## config.mk

```make
export PLATFORM = sky130hd
export DESIGN_NAME = acc_datapath_seq
export DESIGN_NICKNAME = d
export VERILOG_FILES = /design/src/rtl/acc_datapath_seq.sv
export SDC_FILE = /design/constraint.sdc
export NUM_CORES = 1
export LEC_CHECK = 0
export CORE_MARGIN = 1.5
export CORE_UTILIZATION = 55
export DETAILED_ROUTE_END_ITERATION = 6
export GPL_ROUTABILITY_DRIVEN = 1
export PLACE_DENSITY_LB_ADDON = 0.3
export SETUP_SLACK_MARGIN = 0.1
export SYNTH_ARGS = -nofsm -noshare
export SYNTH_HDL_FRONTEND = slang
export SYNTH_SLANG_ARGS = --single-unit
```

## constraint.sdc

```tcl
create_clock -name clk -period 3.05 [get_ports clk]
set_input_delay 0.4575 -clock clk [delete_from_list [all_inputs] [get_ports clk]]
set_output_delay 0.4575 -clock clk [all_outputs]
set_load 0.05 [all_outputs]
```

## src/rtl/acc_datapath_seq.sv

```systemverilog
// Accumulator datapath: A register, operand bank, add/sub with signed overflow,
// and an n-step shift-add multiplier. Optional saturation via ACC_SATURATE_EN.
module acc_datapath_seq #(
   parameter int unsigned n  = 8,
   parameter int unsigned AW = 2
) (
   input  logic          clk,
   input  logic          clear,
   input  logic [2:0]    op,
   input  logic          op_valid,
   output logic          op_ready,
   input  logic [AW-1:0] addr,
   input  logic [n-1:0]  ir_data,
   input  logic [n-1:0]  in_data,
   output logic [n-1:0]  regAOut,
   output logic          Aeq0,
   output logic          Apos,
   output logic          ovf,
   output logic          done
);

   localparam int unsigned DEPTH = 1 << AW;
   localparam int unsigned PW    = 2 * n;
   localparam int unsigned CW    = $clog2(n);

   localparam logic [2:0] OP_NOP  = 3'd0;
   localparam logic [2:0] OP_LDIN = 3'd1;
   localparam logic [2:0] OP_LDI  = 3'd2;
   localparam logic [2:0] OP_ADD  = 3'd3;
   localparam logic [2:0] OP_SUB  = 3'd4;
   localparam logic [2:0] OP_STA  = 3'd5;
   localparam logic [2:0] OP_MUL  = 3'd6;
   localparam logic [2:0] OP_CLR  = 3'd7;

   typedef enum logic {S_IDLE, S_MUL} state_t;

   state_t        state_q;
   logic [n-1:0]  a_q;
   logic [n-1:0]  bank_q [DEPTH];
   logic          ovf_q;
   logic          done_q;
   logic          ready_q;
   logic [PW-1:0] prod_q;
   logic [PW-1:0] mcand_q;
   logic [n-1:0]  mplier_q;
   logic [CW-1:0] cnt_q;

   logic [n-1:0]  operand_c;
   logic [n-1:0]  add_c;
   logic [n-1:0]  sub_c;
   logic          add_ovf_c;
   logic          sub_ovf_c;
   logic [n-1:0]  sat_c;
   logic [n-1:0]  add_res_c;
   logic [n-1:0]  sub_res_c;
   logic [PW-1:0] mul_step_c;
   logic          mul_hi_nz_c;
   logic [n-1:0]  mul_res_c;

   // Arithmetic results and overflow; overflow direction follows the sign of A.
   always_comb begin
      operand_c   = bank_q[addr];
      add_c       = a_q + operand_c;
      sub_c       = a_q - operand_c;
      add_ovf_c   = (a_q[n-1] == operand_c[n-1]) && (add_c[n-1] != a_q[n-1]);
      sub_ovf_c   = (a_q[n-1] != operand_c[n-1]) && (sub_c[n-1] != a_q[n-1]);
      sat_c       = a_q[n-1] ? {1'b1, {(n-1){1'b0}}} : {1'b0, {(n-1){1'b1}}};
      mul_step_c  = prod_q + (mplier_q[0] ? mcand_q : '0);
      mul_hi_nz_c = |mul_step_c[PW-1:n];
`ifdef ACC_SATURATE_EN
      add_res_c   = add_ovf_c ? sat_c : add_c;
      sub_res_c   = sub_ovf_c ? sat_c : sub_c;
      mul_res_c   = mul_hi_nz_c ? {n{1'b1}} : mul_step_c[n-1:0];
`else
      add_res_c   = add_c;
      sub_res_c   = sub_c;
      mul_res_c   = mul_step_c[n-1:0];
`endif
   end

   // Control FSM and all architectural state.
   always_ff @(posedge clk or negedge clear) begin
      if (!clear) begin
         state_q  <= S_IDLE;
         a_q      <= '0;
         ovf_q    <= 1'b0;
         done_q   <= 1'b0;
         ready_q  <= 1'b1;
         prod_q   <= '0;
         mcand_q  <= '0;
         mplier_q <= '0;
         cnt_q    <= '0;
         for (int i = 0; i < int'(DEPTH); i++) begin
            bank_q[i] <= '0;
         end
      end else begin
         done_q <= 1'b0;
         case (state_q)
            S_IDLE: begin
               if (op_valid) begin
                  done_q <= 1'b1;
                  case (op)
                     OP_LDIN: a_q <= in_data;
                     OP_LDI:  a_q <= ir_data;
                     OP_ADD: begin
                        a_q   <= add_res_c;
                        ovf_q <= add_ovf_c;
                     end
                     OP_SUB: begin
                        a_q   <= sub_res_c;
                        ovf_q <= sub_ovf_c;
                     end
                     OP_STA:  bank_q[addr] <= a_q;
                     OP_MUL: begin
                        done_q   <= 1'b0;
                        mcand_q  <= PW'(a_q);
                        mplier_q <= operand_c;
                        prod_q   <= '0;
                        cnt_q    <= '0;
                        ready_q  <= 1'b0;
                        state_q  <= S_MUL;
                     end
                     OP_CLR: begin
                        a_q   <= '0;
                        ovf_q <= 1'b0;
                     end
                     default: ;
                  endcase
               end
            end
            S_MUL: begin
               prod_q   <= mul_step_c;
               mcand_q  <= mcand_q << 1;
               mplier_q <= mplier_q >> 1;
               cnt_q    <= cnt_q + CW'(1);
               // Last step commits the product straight from the adder output.
               if (cnt_q == CW'(n - 1)) begin
                  a_q     <= mul_res_c;
                  ovf_q   <= mul_hi_nz_c;
                  done_q  <= 1'b1;
                  ready_q <= 1'b1;
                  state_q <= S_IDLE;
               end
            end
            default: state_q <= S_IDLE;
         endcase
      end
   end

   assign op_ready = ready_q;
   assign regAOut  = a_q;
   assign ovf      = ovf_q;
   assign done     = done_q;
   assign Aeq0     = (a_q == '0);
   assign Apos     = ~a_q[n-1] & (a_q != '0);

endmodule

```

==> results.sh, run 1 <==
export IMPL_die_area_sq_um=10900
export IMPL_die_w_um=105
export IMPL_yosysUniqueCellTypes=65
export IMPL_insertion_delay_ns=0.37
export IMPL_intPower_mw=3.34
export IMPL_worstRegToRegCells=10
export IMPL_hold_viol=0
export IMPL_startpoint_type="flip-flop"
export IMPL_overflow=0
export IMPL_end_kind="flip-flop"
export IMPL_synth_edf_count=0
export IMPL_track_usage=0.279
export IMPL_synth_top_cell_area_share=0.379
export IMPL_synth_ff_type="dfrtp_1"
export IMPL_final_period_utilization=0.971
export IMPL_n_fill_cell=783
export IMPL_seqPwrFrac=0.324
export IMPL_cts_buffers=9
export IMPL_cts_sinks=87
export IMPL_period_needed_ns=2.96
export IMPL_tightest_slew_ns=0.749
export IMPL_vias_per_cell=6.00
export IMPL_max_clock_path_buffers=2
export IMPL_net_switching_power_mw=2.55
export IMPL_finalClockSkew_ns=0.0136
export IMPL_required_ns=3.31
export IMPL_outcome="complete, no violations"
export IMPL_powerDensity_nw_per_um2=865
export IMPL_clkPwrFrac=0.140
export IMPL_cts_tree="done"
export IMPL_drc_errors=0
export IMPL_diodes=0
export IMPL_grt_antenna_before_repair=0
export IMPL_maxSlewViolCount=0
export IMPL_start_util=0.573
export IMPL_fmax_mhz=338
export IMPL_portBuffers=36
export IMPL_ir_drop_mv=0.603
export IMPL_register_area_sq_um=2180
export IMPL_io_pins=37
export IMPL_syn_avg_cell_area_sq_um=9.34
export IMPL_yosys_warnings=0
export IMPL_cts_root_buf="clkbuf_8"
export IMPL_fp_dieH_um=105
export IMPL_htree_levels=3
export IMPL_path_class="flip-flop to flip-flop"
export IMPL_core_rowCount=36
export IMPL_reg2reg_to="ovf"
export IMPL_synth_area_sq_um=5680
export IMPL_holdBufCountCts=0
export IMPL_synthTopCellsByArea="dfrtp_1, ha_1, o21ai_0"
export IMPL_ant_nets=0
export IMPL_drtPass1Iterations=5
export IMPL_p_total_mw=5.89
export IMPL_path_clk_slew_ns=0.10
export IMPL_drtIter0Drc=316
export IMPL_cp_arrival_ns=3.22
export IMPL_fin_area_sq_um=6810
export IMPL_startpoint="mplier_q[0]"
export IMPL_grt_pass1_vias=5023
export IMPL_crit_path_end="ovf"
export IMPL_rr_startpoint="mplier_q[0]"
export IMPL_area_delta_synth_final_pct=19.9
export IMPL_min_path_type="input port to async pin"
export IMPL_final_setup_viol_count=0
export IMPL_final_nets=741
export IMPL_core_sq_um=9910
export IMPL_combPwrFrac=0.536
export IMPL_yosysTopAreaCell="dfrtp_1"
export IMPL_holdWs_ns=0.114
export IMPL_post_dp_cell_area_sq_um=6490
export IMPL_routed_via_count=4917
export IMPL_ff2ff_setup_slack_ns=0.09
export IMPL_drv_cap=0
export IMPL_synth_nets=668
export IMPL_ys_ff_latch=87
export IMPL_dpl_hpwl_mm=10.7
export IMPL_multi_input_area_sq_um=3400
export IMPL_wl_per_cell_um=17.7
export IMPL_drive_above_1_share=0.195
export IMPL_slew_headroom=0.494
export IMPL_critical_path_max_fanout=3
export IMPL_cellLeakagePower_nw=3.14
export IMPL_seq_area_frac_synth=0.383
export IMPL_grt_pass1_wl_mm=24.2
export IMPL_rsz0062_at_grt="yes"
export IMPL_gp_congestion=0.952
export IMPL_grt_max_degree=63
export IMPL_wirelength_mm=14.5
export IMPL_p_sw_frac=0.434
export IMPL_tns_ns=0
export IMPL_synthArstFlopShare=1.00
export IMPL_synth_cells=608
-- per-layer routing --
layer	vias up	wire, um	share of wire	GRT usage
met2	121	7440	0.51	0.496
li1	2330	-	-	-
met1	2431	6110	0.42	0.333
met3	35	522	0.036	0.0437
met4	0	380	0.026	0.119
met5	-	0	0	0
-- power by group through the flow --
stage	sequential [mW]	clock [mW]	combinational [mW]
after floorplan	2.03	0	1.76
after global placement	1.89	0	2.93
after detailed placement	1.92	0	3.00
after CTS	1.90	0.840	3.11
after global routing	1.96	0.882	3.48
final	1.91	0.827	3.16
-- layout make-up --
cell class / instances / area share
Tap cell: 133 / 0.0244
Sequential cell: 87 / 0.320
Clock buffer: 10 / 0.0187
Clock inverter: 6 / 0.0103
Timing Repair Buffer: 89 / 0.116
Inverter: 21 / 0.0116
Multi-Input combinational cell: 473 / 0.500
-- through the flow --
step                      setup slack, ns   util  instances
after floorplan                     0.137      -        608
after global placement             -0.449  0.655        800
after detailed placement           -0.470  0.655        800
after CTS                           0.110  0.682        816
after global routing              -0.0456  0.688        819
final                              0.0872  0.688        819
-- cells by family after synthesis --
| kind of cell | synth area share |
|---|---|
| AO/OA/AOI/OAI | 0.176 |
| multiplexers | 0.119 |
| AND/OR/NAND/NOR | 0.180 |
| buffers and inverters | 0.0344 |
| adder cells (fa/ha/maj) | 0.0833 |
| XOR/XNOR | 0.0247 |
| flip-flops | 0.383 |
-- state kept, by name, summed over array words and instances (netlist names) --
signal and cells:
op_ready 1, bank_q 32, mcand_q 16, prod_q 16, done 1, cnt_q 3
ovf 1, state_q 1, regAOut 8, mplier_q 8
-- timing repair --
action	CTS	global route
setup endpoints to repair	6	5
pin swaps	9	9
setup buffers	0	3
resized for setup	20	9
-- worst max-delay path, cell delays in order, from the launching register on --
cell      delay, ns
dfrtp_1        0.43
and2_4         0.16
ha_4           0.16
fa_2           0.36
a21o_1         0.19
a221o_1        0.36
o41ai_2        0.31
xor2_1         0.27
nand3_1        0.17
nor4_4         0.33
a211oi_2       0.11
-- synth_stat cells (3+ instances only) --
library cell   n
o221ai_1       3
nor2b_1        9
and3_1         3
a31oi_1        4
nand2_1       80
fa_1           3
and2_1        18
or3_1          4
buf_2          5
clkbuf_1      19
inv_1         21
a21o_1        10
a22o_1         5
dfrtp_1       86
o211ai_1       3
ha_1          33
a211oi_1       7
mux2i_1       18
o21a_1         4
o21ai_0       63
o311ai_0       5
xor2_1         8
xnor2_1        8
nand2b_1       8
a21oi_1       26
o31ai_1        4
nor2_1        41
nor3_1        12
nand3_1       15
mux2_2        28
nand4_1        3
mux4_2         8
-- how the worst min path moves through the flow --
stage | endpoint | start | slack (ns)
detailed placement | prod_q[3] | prod_q[3] | 0.48
CTS | prod_q[2] | clear | 0.15
finish | mcand_q[9] | clear | 0.11
global route | prod_q[9] | clear | 0.18
global placement | bank_q[17] | bank_q[17] | 0.46
floorplan | bank_q[0] | clear | 0.16
-- placed cells by master, fill, tap and decap left out, types with 5 or more instances in the layout --
master,synthesis,layout
mux4_2,8,8
dfrtp_1,86,85
ha_1,33,28
a21oi_1,26,26
nor3_1,12,11
and2_1,18,17
a22o_1,5,5
a21o_1,10,10
clkbuf_8,0,9
xor2_1,8,8
inv_1,21,20
xnor2_1,8,8
o311ai_0,5,5
mux2_2,28,28
a211oi_1,7,5
clkdlybuf4s50_1,0,31
nand2_1,80,80
nand2b_1,8,8
nor2b_1,9,7
buf_4,0,50
o21ai_0,63,62
nor2_1,41,40
mux2i_1,18,18
nand3_1,15,15
(Power assumes the default switching activity.)
==> inputs of run 2 (changes only) <==
CORE_UTILIZATION = 45   (was 55)
CTS_CLUSTER_DIAMETER = 150   (was unset)
==> run 2 against run 1 <==
Net effect:
- largest power group unchanged
- final area grew 2.6%
- routed wire length grew 3.6%
- highest routed layer unchanged
- die area grew 22%
- global-route usage shrank 3.9 points
- critical endpoint unchanged
- setup slack gained 0.024 ns
==> results.sh, run 2 (synthesized netlist as in run 1, its figures left out) <==
export IMPL_end_kind="flip-flop"
export IMPL_cts_sinks=87
export IMPL_area_delta_synth_final_pct=23.0
export IMPL_cellLeakagePower_nw=3.19
export IMPL_p_total_mw=6.23
export IMPL_diodes=0
export IMPL_ant_nets=0
export IMPL_ir_drop_mv=0.580
export IMPL_n_fill_cell=1117
export IMPL_start_util=0.467
export IMPL_top_register="bank_q"
export IMPL_htree_levels=3
export IMPL_vias_per_cell=5.66
export IMPL_startpoint_type="flip-flop"
export IMPL_final_common_cell="dfrtp_1"
export IMPL_rsz0062_at_grt="yes"
export IMPL_path_clk_slew_ns=0.07
export IMPL_dpl_hpwl_mm=11.3
export IMPL_final_period_utilization=0.964
export IMPL_dp_slack_ns=-0.510
export IMPL_path_class="flip-flop to flip-flop"
export IMPL_routed_via_count=4856
export IMPL_slew_headroom=0.560
export IMPL_layout_setup_ws_ns=0.111
export IMPL_wirelength_mm=15.0
export IMPL_reg_top3="bank_q x32, mcand_q x16, prod_q x16"
export IMPL_drtIter0Drc=292
export IMPL_fp_dieH_um=115
export IMPL_die_area_sq_um=13300
export IMPL_cts_buffers=9
export IMPL_portBuffers=36
export IMPL_die_w_um=115
export IMPL_period_needed_ns=2.94
export IMPL_path_delay_family="compound AO/OA/AOI/OAI gates"
export IMPL_insertion_delay_ns=0.35
export IMPL_grt_antenna_before_repair=0
export IMPL_drv_cap=0
export IMPL_wl_per_cell_um=17.5
export IMPL_fmax_mhz=340
export IMPL_cts_tree="done"
export IMPL_hold_viol=0
export IMPL_gp_congestion=0.962
export IMPL_cts_root_buf="clkbuf_16"
export IMPL_tightest_slew_ns=0.652
export IMPL_grt_max_degree=45
export IMPL_cp_cell_sequence="and2_1 > ha_2 > fa_2 > a21o_1 > a221o_1 > o41ai_2 > xor2_1 > nand3_1 > nor4_2 > buf_4 > a211oi_2"
export IMPL_final_setup_viol_count=0
export IMPL_largest_register_ffs=32
export IMPL_io_pins=37
export IMPL_final_cell_mix="dfrtp_1, nand2_1, o21ai_0"
export IMPL_grt_pass1_vias=4914
export IMPL_drtPass1Iterations=5
export IMPL_required_ns=3.27
export IMPL_min_path_type="input port to async pin"
export IMPL_cp_arrival_ns=3.15
export IMPL_track_usage=0.239
export IMPL_core_sq_um=12200
export IMPL_core_rowCount=40
export IMPL_finalClockSkew_ns=0.0100
export IMPL_cp_slowest_stage_delay_ns=0.39
export IMPL_drc_errors=0
export IMPL_max_clock_path_buffers=2
export IMPL_holdWs_ns=0.106
export IMPL_path_buf_inv=1
export IMPL_holdBufCountCts=0
export IMPL_overflow=0
export IMPL_crit_slowest_cell="dfrtp_1"
export IMPL_drive_above_1_share=0.209
export IMPL_outcome="complete, no violations"
export IMPL_maxSlewViolCount=0
export IMPL_powerDensity_nw_per_um2=892
export IMPL_final_nets=745
export IMPL_grt_pass1_wl_mm=24.4
export IMPL_critical_path_max_fanout=3
run 2: changes by cell type in the layout (fill, tap and decap cells not counted), moves of 3 or more:
cell,delta
buf_4,+6
clkbuf_16,+9
clkbuf_8,-9
clkinv_4,+4
ha_1,-3
ha_2,+3
o311ai_0,-3
run 2: cell type report:
type	count	area, sq um	share of cell area
Clock inverter	7	81.3	0.0116
Clock buffer	9	225	0.0322
Timing Repair Buffer	93	800	0.114
Tap cell	168	210	0.0301
Inverter	21	78.8	0.0113
Multi-Input combinational cell	473	3410	0.489
Sequential cell	87	2180	0.312
run 2: power by group:
part / internal, mW / total (mW) / switching, mW
clock: 0.643 / 1.12 / 0.478
sequential: 1.55 / 1.86 / 0.312
combinational: 1.43 / 3.25 / 1.82
run 2: final timing paths:
check | from | to | slack (ns) | depth (start not counted)
max | mcand_q[0] | ovf | 0.11 | 11
min | clear | prod_q[6] | 0.11 | 1
max reg2reg | mcand_q[0] | ovf | 0.11 | 11
max in group asynchronous | clear | op_ready | 2.23 | 2
min reg2reg | bank_q[16] | bank_q[16] | 0.49 | 2
min in group clk | bank_q[16] | bank_q[16] | 0.49 | 2
run 2: timing repair:
item                                    CTS  global route
endpoints found under the setup margin    4             3
pin swaps                                11             2
resized for setup                        20            13
setup buffers                             3             0
run 2: worst register-to-register path, delay by kind of cell, from the launching register on:
| family | cells | cell delay, ns |
|---|---|---|
| adders and majority gates | 2 | 0.58 |
| DFF | 1 | 0.39 |
| AOI/OAI and AO/OA | 4 | 0.89 |
| and+or+nand+nor | 3 | 0.51 |
| buffers and inverters | 1 | 0.17 |
| xor gates and xnor gates | 1 | 0.27 |
run 2: through the flow:
stage	util	std cells	area, sq um	setup TNS [ns]
floorplan	-	608	5680	0
global placement	0.539	839	6550	-2.35
detailed placement	0.539	839	6550	-2.73
CTS	0.571	858	6940	0
global route	0.575	858	6990	0
finish	0.575	858	6990	0
run 2: metal layers:
layer | routed length [um] | GRT usage
met1 | 6560 | 0.305
met2 | 7450 | 0.406
met3 | 575 | 0.0358
met4 | 389 | 0.101
met5 | 0 | 0
